**config.mk**
```make
export PLATFORM = sky130hd
export DESIGN_NAME = uart_rx_ctrl
export DESIGN_NICKNAME = d
export VERILOG_FILES = /design/src/rtl/uart_rx_ctrl.sv
export SDC_FILE = /design/constraint.sdc
export NUM_CORES = 1
export LEC_CHECK = 0
export ABC_AREA = 1
export CAP_MARGIN = 20
export CORE_ASPECT_RATIO = 0.6
export CORE_MARGIN = 10
export CORE_UTILIZATION = 46
export CTS_BUF_LIST = sky130_fd_sc_hd__clkbuf_4
export CTS_CLUSTER_DIAMETER = 150
export DETAILED_ROUTE_END_ITERATION = 8
export GPL_ROUTABILITY_DRIVEN = 1
export HOLD_SLACK_MARGIN = 0.08
export PLACE_DENSITY = 0.69
export SYNTH_ARGS = -nofsm -noshare
export SYNTH_HDL_FRONTEND = slang
export SYNTH_SLANG_ARGS = --single-unit
```
**constraint.sdc**
```tcl
create_clock -name clk -period 2.4 [get_ports clk]
set_input_delay 0.24 -clock clk [delete_from_list [all_inputs] [get_ports clk]]
set_output_delay 0.24 -clock clk [all_outputs]
set_load 0.1 [all_outputs]
```
**src/rtl/uart_rx_ctrl.sv**
```systemverilog
// UART receive controller: baud tick generator, per-frame parity tracking,
// first-word-fall-through frame FIFO with a valid/ready drain, and sticky
// overrun / saturating parity-error statistics.
// Optional build macro UART_RX_CTRL_DROP_PERR_EN: when defined, frames with a
// parity error are counted but never enter the FIFO, and m_perr is tied low.
module uart_rx_ctrl #(
    parameter int unsigned DATA_W     = 8,
    parameter int unsigned FIFO_DEPTH = 4,
    parameter int unsigned DIV_W      = 16,
    parameter int unsigned CNT_W      = 8
) (
    input  logic                          clk,
    input  logic                          Reset,
    input  logic                          en,
    input  logic [DIV_W-1:0]              baud_div,
    output logic                          s_ticks,
    input  logic                          rx_done_tick,
    input  logic                          correct_send,
    input  logic [DATA_W-1:0]             rx_data,
    output logic                          m_valid,
    input  logic                          m_ready,
    output logic [DATA_W-1:0]             m_data,
    output logic                          m_perr,
    output logic [$clog2(FIFO_DEPTH):0]   fifo_count,
    output logic                          overrun,
    output logic [CNT_W-1:0]              perr_count,
    input  logic                          clr_stats
);

    localparam int unsigned AW = $clog2(FIFO_DEPTH);
    localparam int unsigned CW = AW + 1;
    localparam logic [CW-1:0] FullCount = CW'(FIFO_DEPTH);

    typedef enum logic {StWait, StGood} state_e;

    // ---------------- baud tick generator ----------------
    logic [DIV_W-1:0] tick_cnt_q, tick_cnt_d;
    logic             s_ticks_q, s_ticks_d;

    // Next tick count; a count at or above the divisor fires a tick and restarts.
    always_comb begin
        tick_cnt_d = '0;
        s_ticks_d  = 1'b0;
        if (en) begin
            if (tick_cnt_q >= baud_div) begin
                s_ticks_d = 1'b1;
            end else begin
                tick_cnt_d = tick_cnt_q + 1'b1;
            end
        end
    end

    // Tick counter and registered strobe.
    always_ff @(posedge clk) begin
        if (!Reset) begin
            tick_cnt_q <= '0;
            s_ticks_q  <= 1'b0;
        end else begin
            tick_cnt_q <= tick_cnt_d;
            s_ticks_q  <= s_ticks_d;
        end
    end

    assign s_ticks = s_ticks_q;

    // ---------------- parity tracking FSM ----------------
    state_e state_q, state_d;
    logic   frame_done;
    logic   frame_perr;

    // FSM state register.
    always_ff @(posedge clk) begin
        if (!Reset) state_q <= StWait;
        else        state_q <= state_d;
    end

    // Every completed frame returns to WAIT; a good-parity pulse arms GOOD.
    always_comb begin
        state_d = state_q;
        if (!en) begin
            state_d = StWait;
        end else if (rx_done_tick) begin
            state_d = StWait;
        end else if (correct_send) begin
            state_d = StGood;
        end
    end

    // Frame completion and its parity verdict (a pulse in the done cycle counts).
    always_comb begin
        frame_done = en & rx_done_tick;
        frame_perr = ~((state_q == StGood) | correct_send);
    end

    // ---------------- frame FIFO ----------------
    logic [DATA_W-1:0] mem_data_q [FIFO_DEPTH];
`ifndef UART_RX_CTRL_DROP_PERR_EN
    logic              mem_perr_q [FIFO_DEPTH];
`endif
    logic [AW-1:0]     wr_ptr_q, rd_ptr_q;
    logic [CW-1:0]     count_q, count_d;
    logic              push_req, push, pop, full, ovr_set;

    // Push/pop arbitration; a pop frees the slot a full-FIFO push needs.
    always_comb begin
        pop  = (count_q != '0) & m_ready;
        full = (count_q == FullCount);
`ifdef UART_RX_CTRL_DROP_PERR_EN
        push_req = frame_done & ~frame_perr;
`else
        push_req = frame_done;
`endif
        push    = push_req & (~full | pop);
        ovr_set = push_req & full & ~pop;
        count_d = count_q;
        if (push & ~pop)      count_d = count_q + 1'b1;
        else if (pop & ~push) count_d = count_q - 1'b1;
    end

    // FIFO storage, pointers and occupancy.
    always_ff @(posedge clk) begin
        if (!Reset) begin
            for (int i = 0; i < int'(FIFO_DEPTH); i++) begin
                mem_data_q[i] <= '0;
`ifndef UART_RX_CTRL_DROP_PERR_EN
                mem_perr_q[i] <= 1'b0;
`endif
            end
            wr_ptr_q <= '0;
            rd_ptr_q <= '0;
            count_q  <= '0;
        end else begin
            if (push) begin
                mem_data_q[wr_ptr_q] <= rx_data;
`ifndef UART_RX_CTRL_DROP_PERR_EN
                mem_perr_q[wr_ptr_q] <= frame_perr;
`endif
                wr_ptr_q <= wr_ptr_q + 1'b1;
            end
            if (pop) rd_ptr_q <= rd_ptr_q + 1'b1;
            count_q <= count_d;
        end
    end

    assign m_valid    = (count_q != '0);
    assign m_data     = mem_data_q[rd_ptr_q];
    assign fifo_count = count_q;
`ifdef UART_RX_CTRL_DROP_PERR_EN
    assign m_perr = 1'b0;
`else
    assign m_perr = mem_perr_q[rd_ptr_q];
`endif

    // ---------------- statistics ----------------
    logic             overrun_q, overrun_d;
    logic [CNT_W-1:0] perr_count_q, perr_count_d;

    // Clear wins over a same-cycle set or increment; the count saturates.
    always_comb begin
        overrun_d    = overrun_q | ovr_set;
        perr_count_d = perr_count_q;
        if (frame_done && frame_perr && (perr_count_q != '1)) begin
            perr_count_d = perr_count_q + 1'b1;
        end
        if (clr_stats) begin
            overrun_d    = 1'b0;
            perr_count_d = '0;
        end
    end

    // Statistic registers.
    always_ff @(posedge clk) begin
        if (!Reset) begin
            overrun_q    <= 1'b0;
            perr_count_q <= '0;
        end else begin
            overrun_q    <= overrun_d;
            perr_count_q <= perr_count_d;
        end
    end

    assign overrun    = overrun_q;
    assign perr_count = perr_count_q;

endmodule

```
### Yosys cells after proc, flatten, opt, wreduce, memory -nomap -nowiden

Memories as Yosys holds them, arrays and structs flattened. A register that Yosys moved wholly into a read port is not among the register bits.
Index checks and enable logic that the tools add are counted.

* register bits after elaboration: 34
* word-level logic and storage cells: 62
* memories: 2
* RAM bits: 36
* input port bits: 31
* output and inout port bits: 23

Memory list
* mem_data_q: words 4, bits a word 8, read ports 1, clocked after memory_dff 1, write ports 4, RTL line 96 `logic [DATA_W-1:0] mem_data_q [FIFO_DEPTH];`
* mem_perr_q: words 4, bits a word 1, read ports 1, clocked after memory_dff 1, write ports 4, RTL line 98 `logic mem_perr_q [FIFO_DEPTH];`

* $lt $le $gt $ge: 1
* mux-type cells: 17
* reduce and logical (&&, ||, !) cells: 10
* bitwise gates (word level): 16
* equality and inequality tests: 2
* $add $sub $neg: 6

Operators with widths (count)
* adder 16 x 1 -> 16 bit (second input constant): 1
* greater-or-equal comparator 16 bit: 1
* 2-to-1 mux 2 bit: 6
* adder 8 x 1 -> 8 bit (second input constant): 1
* 2-to-1 mux 1 bit: 8
* 2-to-1 mux 8 bit: 1
* inequality test 8 bit (second input constant): 1
* OR reduction 8 bit: 1
* AND 1 bit: 7
* 2-to-1 mux 3 bit: 2
* inverter 1 bit: 6
* OR reduction 3 bit: 2
* adder 2 x 1 -> 2 bit (second input constant): 2
* adder 3 x 1 -> 3 bit (second input constant): 1
* == test 3 bit (second input constant): 1
* bitwise OR 1 bit: 3
* nonzero test 3 bit: 1
* subtractor 3 x 1 -> 3 bit (second input constant): 1
* logical AND 1 bit: 2
* AND reduction 2 bit: 1
* nonzero test 2 bit: 1
* OR reduction 2 bit: 1
* OR reduction 1 bit: 1

### Depth between registers and ports, before layout

Gate-level depths: netlist of run 1.

* word-level depth: 9
* depth in mapped cells: 13
* depth with buffers taken out: 12

### Least setup slack after synthesis of run 1

No wires, ideal clock.

* path kind: register -> output
* start point: register with a tool-made name
* end point: output m_perr
* stages on the path, launching flop included: 5
* arrival: 2895 ps
* data required time: 2160 ps
* buffers on the path: 2
* path slack: -735 ps
* cell sequence: dfxtp_1 buf_2 clkbuf_1 nor2_1 o21ai_0

RTL lines
* to (decl): RTL line 23 `output logic m_perr,`

==> summary.md, run 1 <==
## Outcome
* **result of the run** finished, final reports clean

## Layout
* **Sequential Area** 0.00178 mm²
* **share of layout cells above drive strength 1** 19.7%
* **summed area of non-filler cells in the final layout** 0.00465 mm²
* **area taken by multi-input logic gates** 0.00172 mm²
* **antenna fix cells** 0
* **Final Non-Filler Cells** 606
* **Area growth syn-to-layout** 24.9%
* **final-layout fill cell count** 704
* **fin nets** 544
* **final core occ** 59.0%

## Clock network
* **CTS tree** done
* **setup fix buffers added after clock tree synthesis** 0
* **Clock Sink Count** 72
* **CTS Buf Count** 9
* **largest buffer count on any clock path** 2
* **clock latency on the worst-skew pair** 410 ps
* **post-cts sizing count** 0
* **clock-pin slew on the worst setup and hold paths** 110 ps
* **root cell of the clock tree** sky130_fd_sc_hd__clkbuf_4
* **cts hold-fix bufs** 0
* **number of levels the H-tree was split into** 3

## Timing
* **count of endpoints failing hold in the final timing report** 0
* **remaining max-slew budget at the tightest pin** 67.8%
* **worst clock skew** 8.96 ps
* **transition time at the pin with the least slew margin** 480 ps
* **Finish-stage setup viols** 0
* **fin crit share** 89.2%
* **count of final max-slew check failures** 0
* **setup tns final** 0 ps
* **RSZ-0062 raised after global routing** false
* **crit path time final** 2140 ps
* **Peak Freq** 467 MHz

## Worst setup path
* **endpoint of the worst register-to-register path** fifo_count[2]
* **Setup crit end kind** output pin
* **data required time at the worst endpoint** 2160 ps
* **data arrival time at the worst-slack endpoint** 1900 ps
* **startpoint class of the critical path** flip-flop
* **length in cells of the worst reg-to-reg path** 11
* **startpoint of the worst register-to-register path** fifo_count[0]
* **largest driver fanout on the critical path** 19
* **critical path start-end classification** reg -> out
* **worst setup slack for register-to-register paths** 430 ps

## Floorplan
* **die boundary height** 89.7 µm
* **number of placed I/O pins** 54
* **cell row count** 25
* **die width** 136 µm
* **floorplan core area** 0.00788 mm²
* **Starting Density** 47.2%
* **total die area** 0.0122 mm²

## Global route
* **pin count of the biggest net entering global routing** 20
* **number of global-route vias before repair** 2,919
* **antenna violations before repair** 0
* **all-layer global routing usage** 14.6%
* **total global routing overflow** 0
* **first-pass GRT wire length** 14,000 µm

## Synthesis
* **share of the synthesized netlist area taken by xor and xnor gates** 3.29%
* **dominant combinational cell family by area after synthesis** simple AND/OR/NAND/NOR gates
* **post-synthesis share of cell area spent on full adders, half adders and majority gates** 6.92%
* **cell area after technology mapping** 0.00372 mm²
* **number of distinct standard cells referenced by the synthesized netlist** 37
* **compound-gate portion of the synthesized area** 10.3%
* **mean instance size in the synthesized netlist** 8.74 µm²
* **Yosys warning count** 0
* **simple logic cell fraction of the synthesized area** 24.4%
* **register bit total from synthesis** 72
* **multiplexer area fraction after synthesis** 0%
* **sequential share of the synthesized area** 47.6%
* **number of instances in the synthesized netlist** 426
* **Post-Syn Nets** 477

## Placed design
* **detailed-placement wirelength estimate** 6460 µm
* **Cell Count Post-Placement** 590
* **count of input and output buffers** 53
* **last weighted congestion value of the routability-driven placer** 0.843
* **cell area after placement** 0.00452 mm²

## Detailed routing
* **DRC errors left** 0
* **Detailed Route WL** 8350 µm
* **count of routing violations after the opening detailed-route iteration** 259
* **number of optimization iterations in the first detailed-route pass** 4
* **average wire length per cell after detail routing** 13.8 µm
* **Detail Route Antenna Nets** 0
* **total via count in the routed design** 2,943
* **average via count per standard cell** 4.86

## Min path
* **Hold WC Path Type** reg -> reg
* **cell depth of the worst hold path** 2
* **worst hold start** rd_ptr_q[1]

## Pwr
* **leakage** 0.00202 µW
* **VDD IR-drop max** 0.684 mV
* **cell area power density** 844 mW/mm²

## Job
* **number of max-cap violations** 0

routing by layer:
metal | wire length (µm) | vias up | global-route usage [%]
li1 | - | 1530 | -
met1 | 4050 | 1335 | 19.3
met2 | 3630 | 74 | 21.8
met3 | 624 | 4 | 4.78
met4 | 43 | 0 | 5.20
met5 | 0 | - | 0
worst max path at each step:
stage	from	endpoint	slack [ps]	cells after the start
4_1_cts	flip-flop	m_data[1]	200	4
3_3_place_gp	m_ready	fifo_count[2]	240	12
3_5_place_dp	m_ready	fifo_count[2]	150	12
5_1_grt	flip-flop	m_data[1]	60	4
2_1_floorplan	flip-flop	m_perr	20	4
6_report	flip-flop	m_data[1]	260	4
synth_stat cells:
cell / count / share of area [%]
sky130_fd_sc_hd__nand3_2: 4 / 1.1
sky130_fd_sc_hd__a21oi_1: 19 / 2.6
sky130_fd_sc_hd__edfxtp_1: 33 / 27
sky130_fd_sc_hd__buf_8: 1 / 0.40
sky130_fd_sc_hd__o21ai_1: 3 / 0.40
sky130_fd_sc_hd__ha_1: 19 / 6.4
sky130_fd_sc_hd__buf_2: 2 / 0.27
sky130_fd_sc_hd__buf_6: 1 / 0.30
sky130_fd_sc_hd__clkbuf_1: 2 / 0.20
sky130_fd_sc_hd__xnor2_1: 6 / 1.4
sky130_fd_sc_hd__o31ai_1: 1 / 0.20
sky130_fd_sc_hd__clkinv_1: 2 / 0.20
sky130_fd_sc_hd__and3_1: 1 / 0.17
sky130_fd_sc_hd__nand2_2: 3 / 0.50
sky130_fd_sc_hd__nor3_2: 2 / 0.54
sky130_fd_sc_hd__o22ai_1: 9 / 1.5
sky130_fd_sc_hd__nand3_4: 2 / 0.94
sky130_fd_sc_hd__nand2_1: 49 / 4.9
sky130_fd_sc_hd__nand2_4: 9 / 2.7
sky130_fd_sc_hd__nor2_2: 14 / 2.4
sky130_fd_sc_hd__nand4_1: 3 / 0.50
sky130_fd_sc_hd__nor2_4: 2 / 0.60
sky130_fd_sc_hd__o21bai_1: 2 / 0.40
sky130_fd_sc_hd__inv_2: 2 / 0.20
sky130_fd_sc_hd__o21a_1: 2 / 0.40
sky130_fd_sc_hd__o21ai_0: 34 / 4.6
sky130_fd_sc_hd__dfxtp_1: 39 / 21
sky130_fd_sc_hd__fa_1: 1 / 0.54
sky130_fd_sc_hd__nor4_2: 1 / 0.34
sky130_fd_sc_hd__nand3_1: 10 / 1.3
sky130_fd_sc_hd__nor3_1: 3 / 0.40
sky130_fd_sc_hd__nor3b_1: 1 / 0.20
sky130_fd_sc_hd__inv_1: 59 / 5.9
sky130_fd_sc_hd__a21oi_2: 1 / 0.24
sky130_fd_sc_hd__nor2_1: 75 / 7.6
sky130_fd_sc_hd__or2_1: 1 / 0.17
sky130_fd_sc_hd__xor2_1: 8 / 1.9
critical path, cell delays in order (launching register included):
cell,delay (ps)
sky130_fd_sc_hd__dfxtp_1,350
sky130_fd_sc_hd__clkinv_1,400
sky130_fd_sc_hd__o21ai_0,420
sky130_fd_sc_hd__o22ai_2,140
sky130_fd_sc_hd__buf_12,190
logic make-up (layout without fill, tap and decap cells):
family	after synthesis	after routing
adder cells (fa/ha/maj)	20	20
buffers and inverters	69	141
AO/OA/AOI/OAI	71	71
AND/OR/NAND/NOR	180	180
XOR/XNOR	14	14
flip-flops	72	72
registers in the layout, indices dropped and copies added, names as in the netlist, named ones only:
signal	cells
mem_perr_q	4
overrun	1
wr_ptr_q	2
tick_cnt_q	16
rd_ptr_q	2
perr_count	8
fifo_count	3
s_ticks	1
mem_data_q	32
state_q	1
layout make-up:
class / instances / share of cell area [%]
clock buffer: 11 / 1.78
inverter: 63 / 5.08
multi-input combinational: 285 / 37.0
tap: 108 / 2.91
sequential: 72 / 38.2
timing repair buffer: 62 / 14.0
clock inverter: 5 / 1.02
placed cells by master (no fill, tap or decap), types with 19 or more instances in the layout:
| cell | instances |
|---|---|
| sky130_fd_sc_hd__nor2_1 | 75 |
| sky130_fd_sc_hd__o21ai_0 | 33 |
| sky130_fd_sc_hd__dfxtp_1 | 36 |
| sky130_fd_sc_hd__ha_1 | 19 |
| sky130_fd_sc_hd__clkdlybuf4s50_1 | 30 |
| sky130_fd_sc_hd__inv_1 | 59 |
| sky130_fd_sc_hd__buf_4 | 23 |
| sky130_fd_sc_hd__nand2_1 | 49 |
| sky130_fd_sc_hd__a21oi_1 | 19 |
| sky130_fd_sc_hd__edfxtp_1 | 33 |
power by group:
group          leakage, µW  switching (µW)  total (µW)  internal (µW)
clock network    0.0000784             401         734            333
logic              0.00128            1230        1770            532
registers         0.000660            55.6        1430           1370
total              0.00202            1690        3930           2230
stage by stage:
stage	hold slack [ps]	setup slack (ps)	total power, µW
global route	463	62.2	4120
global placement	452	239	3210
CTS	465	197	3970
finish	479	260	3930
detailed placement	459	151	3230
floorplan	319	19.4	2650
(Power assumes the default switching activity.)
==> inputs of run 2 (changes only) <==
--- a/config.mk
+++ b/config.mk
@@ -16,6 +16,7 @@
 export GPL_ROUTABILITY_DRIVEN = 1
 export HOLD_SLACK_MARGIN = 0.08
 export PLACE_DENSITY = 0.69
+export SETUP_SLACK_MARGIN = 0.5
 export SYNTH_ARGS = -nofsm -noshare
 export SYNTH_HDL_FRONTEND = slang
 export SYNTH_SLANG_ARGS = --single-unit
==> run 2 against run 1 <==
Net effect:
- maximum frequency is 20% higher
- critical endpoint is now fifo_count[1]
- utilization grew 0.86 points
- largest power group unchanged
- worst hold slack lost 14 ps
- combinational power up 3%
- total power grew 0.24%
- die area unchanged
==> summary.md, run 2 (synthesized netlist as in run 1, its figures left out) <==
## Outcome
* **result of the run** finished, final reports clean

## Clock network
* **clock-pin slew on the worst setup and hold paths** 120 ps
* **CTS Buf Count** 9
* **Clock Sink Count** 72
* **clock latency on the worst-skew pair** 420 ps
* **number of levels the H-tree was split into** 3
* **cts hold-fix bufs** 0
* **largest buffer count on any clock path** 2
* **CTS tree** done
* **root cell of the clock tree** sky130_fd_sc_hd__clkbuf_4

## Detailed routing
* **average wire length per cell after detail routing** 13.8 µm
* **average via count per standard cell** 4.86
* **Detailed Route WL** 8380 µm
* **Detail Route Antenna Nets** 0
* **total via count in the routed design** 2,951
* **DRC errors left** 0
* **number of optimization iterations in the first detailed-route pass** 4
* **count of routing violations after the opening detailed-route iteration** 152

## Worst setup path
* **endpoint of the worst register-to-register path** fifo_count[1]
* **length in cells of the worst reg-to-reg path** 8
* **critical path start-end classification** reg -> reg
* **data required time at the worst endpoint** 2710 ps
* **data arrival time at the worst-slack endpoint** 2090 ps
* **startpoint of the worst register-to-register path** fifo_count[2]
* **worst setup slack for register-to-register paths** 620 ps
* **Critical Path End** fifo_count[1]
* **Setup crit end kind** flip-flop
* **largest driver fanout on the critical path** 5
* **startpoint class of the critical path** flip-flop
* **origin of the worst setup path** fifo_count[2]

## Floorplan
* **die boundary height** 89.7 µm
* **number of placed I/O pins** 54
* **Starting Density** 47.2%
* **cell row count** 25
* **die width** 136 µm
* **total die area** 0.0122 mm²
* **floorplan core area** 0.00788 mm²

## Global route
* **first-pass GRT wire length** 14,000 µm
* **all-layer global routing usage** 14.7%
* **total global routing overflow** 0
* **number of global-route vias before repair** 2,924
* **antenna violations before repair** 0
* **pin count of the biggest net entering global routing** 20

## Job
* **number of max-cap violations** 0

## Timing
* **RSZ-0062 raised after global routing** true
* **count of final max-slew check failures** 0
* **fin crit share** 74.2%
* **worst clock skew** 17.4 ps
* **setup tns final** 0 ps
* **Finish-stage setup viols** 0
* **Peak Freq** 562 MHz
* **remaining max-slew budget at the tightest pin** 68.9%
* **transition time at the pin with the least slew margin** 465 ps
* **least setup slack across all paths after layout** 619 ps
* **crit path time final** 1780 ps
* **count of endpoints failing hold in the final timing report** 0

## Layout
* **final-layout fill cell count** 702
* **area taken by multi-input logic gates** 0.00176 mm²
* **share of layout cells above drive strength 1** 22.7%
* **Top reg by flops** mem_data_q
* **flip-flop count of the largest register after layout** 32
* **commonest non-fill, non-tap cells in the layout** sky130_fd_sc_hd__nor2_1 (75), sky130_fd_sc_hd__inv_1 (56), sky130_fd_sc_hd__nand2_1 (49)
* **Sequential Area** 0.00179 mm²
* **most frequent standard cell in the layout excluding fill and tap cells** sky130_fd_sc_hd__nor2_1
* **fin nets** 544
* **Area growth syn-to-layout** 26.8%

## Pwr
* **VDD IR-drop max** 0.401 mV
* **leakage** 0.00201 µW
* **cell area power density** 834 mW/mm²

## Placed design
* **detailed-placement wirelength estimate** 6440 µm
* **count of input and output buffers** 53
* **last weighted congestion value of the routability-driven placer** 0.827
* **worst slack at placement** 278 ps

## Min path
* **Hold WC Path Type** reg -> reg

==> run 2: how the worst min path moves through the flow <==
stage / from / endpoint / cells past startpoint
2_1_floorplan: rx_done_tick / state_q / 1
3_3_place_gp: overrun / overrun / 1
3_5_place_dp: rd_ptr_q[0] / flip-flop / 1
4_1_cts: rd_ptr_q[0] / flip-flop / 1
5_1_grt: rx_data[2] / mem_data_q[3][2] / 3
6_report: rd_ptr_q[0] / flip-flop / 1
==> run 2: repair_timing <==
action,CTS,global route
setup buffers,0,1
pin swaps,0,1
setup endpoints to repair,9,24
resized for setup,4,7
==> run 2: report_power, final <==
group / leakage (µW) / total (µW) / switching, µW / internal [µW]
sequential: 0.000664 / 1450 / 66.0 / 1380
clock: 0.0000621 / 655 / 444 / 212
combinational: 0.00129 / 1830 / 1260 / 570
total: 0.00201 / 3930 / 1770 / 2160
==> run 2: layout make-up <==
class,count,share of cell area (%)
Clock buffer,9,1.43
Sequential cell,72,37.9
Antenna cell,1,0.0530
Timing Repair Buffer,62,14.2
Clock inverter,7,1.01
Multi-Input combinational cell,285,37.4
Tap cell,108,2.86
Inverter,63,5.12
==> run 2: routing by layer <==
metal | global-route usage [%] | vias to the layer above | wire [µm]
met2 | 23.9 | 97 | 3770
met4 | 4.43 | 0 | 82
li1 | - | 1531 | -
met1 | 18.3 | 1315 | 3780
met3 | 4.72 | 8 | 749
met5 | 0 | - | 0
==> run 2: critical path, stage by stage (launching register included) <==
cell and delay [ps]:
sky130_fd_sc_hd__dfxtp_4 390, sky130_fd_sc_hd__inv_1 80, sky130_fd_sc_hd__a21oi_2 240, sky130_fd_sc_hd__inv_1 80
sky130_fd_sc_hd__ha_1 190, sky130_fd_sc_hd__inv_2 80, sky130_fd_sc_hd__fa_2 430, sky130_fd_sc_hd__o21ai_1 140
sky130_fd_sc_hd__nor2_1 50
==> run 2: per-stage QoR <==
stage | hold WS (ps) | std cells | util [%] | total power [µW] | instance area (µm²)
after floorplan | 319 | 426 | - | 2690 | 3820
after global placement | 451 | 589 | 58.0 | 3250 | 4570
after detailed placement | 461 | 589 | 58.0 | 3280 | 4570
after CTS | 466 | 605 | 59.6 | 3940 | 4690
after global routing | 492 | 606 | 59.8 | 4120 | 4720
final | 464 | 607 | 59.9 | 3930 | 4720
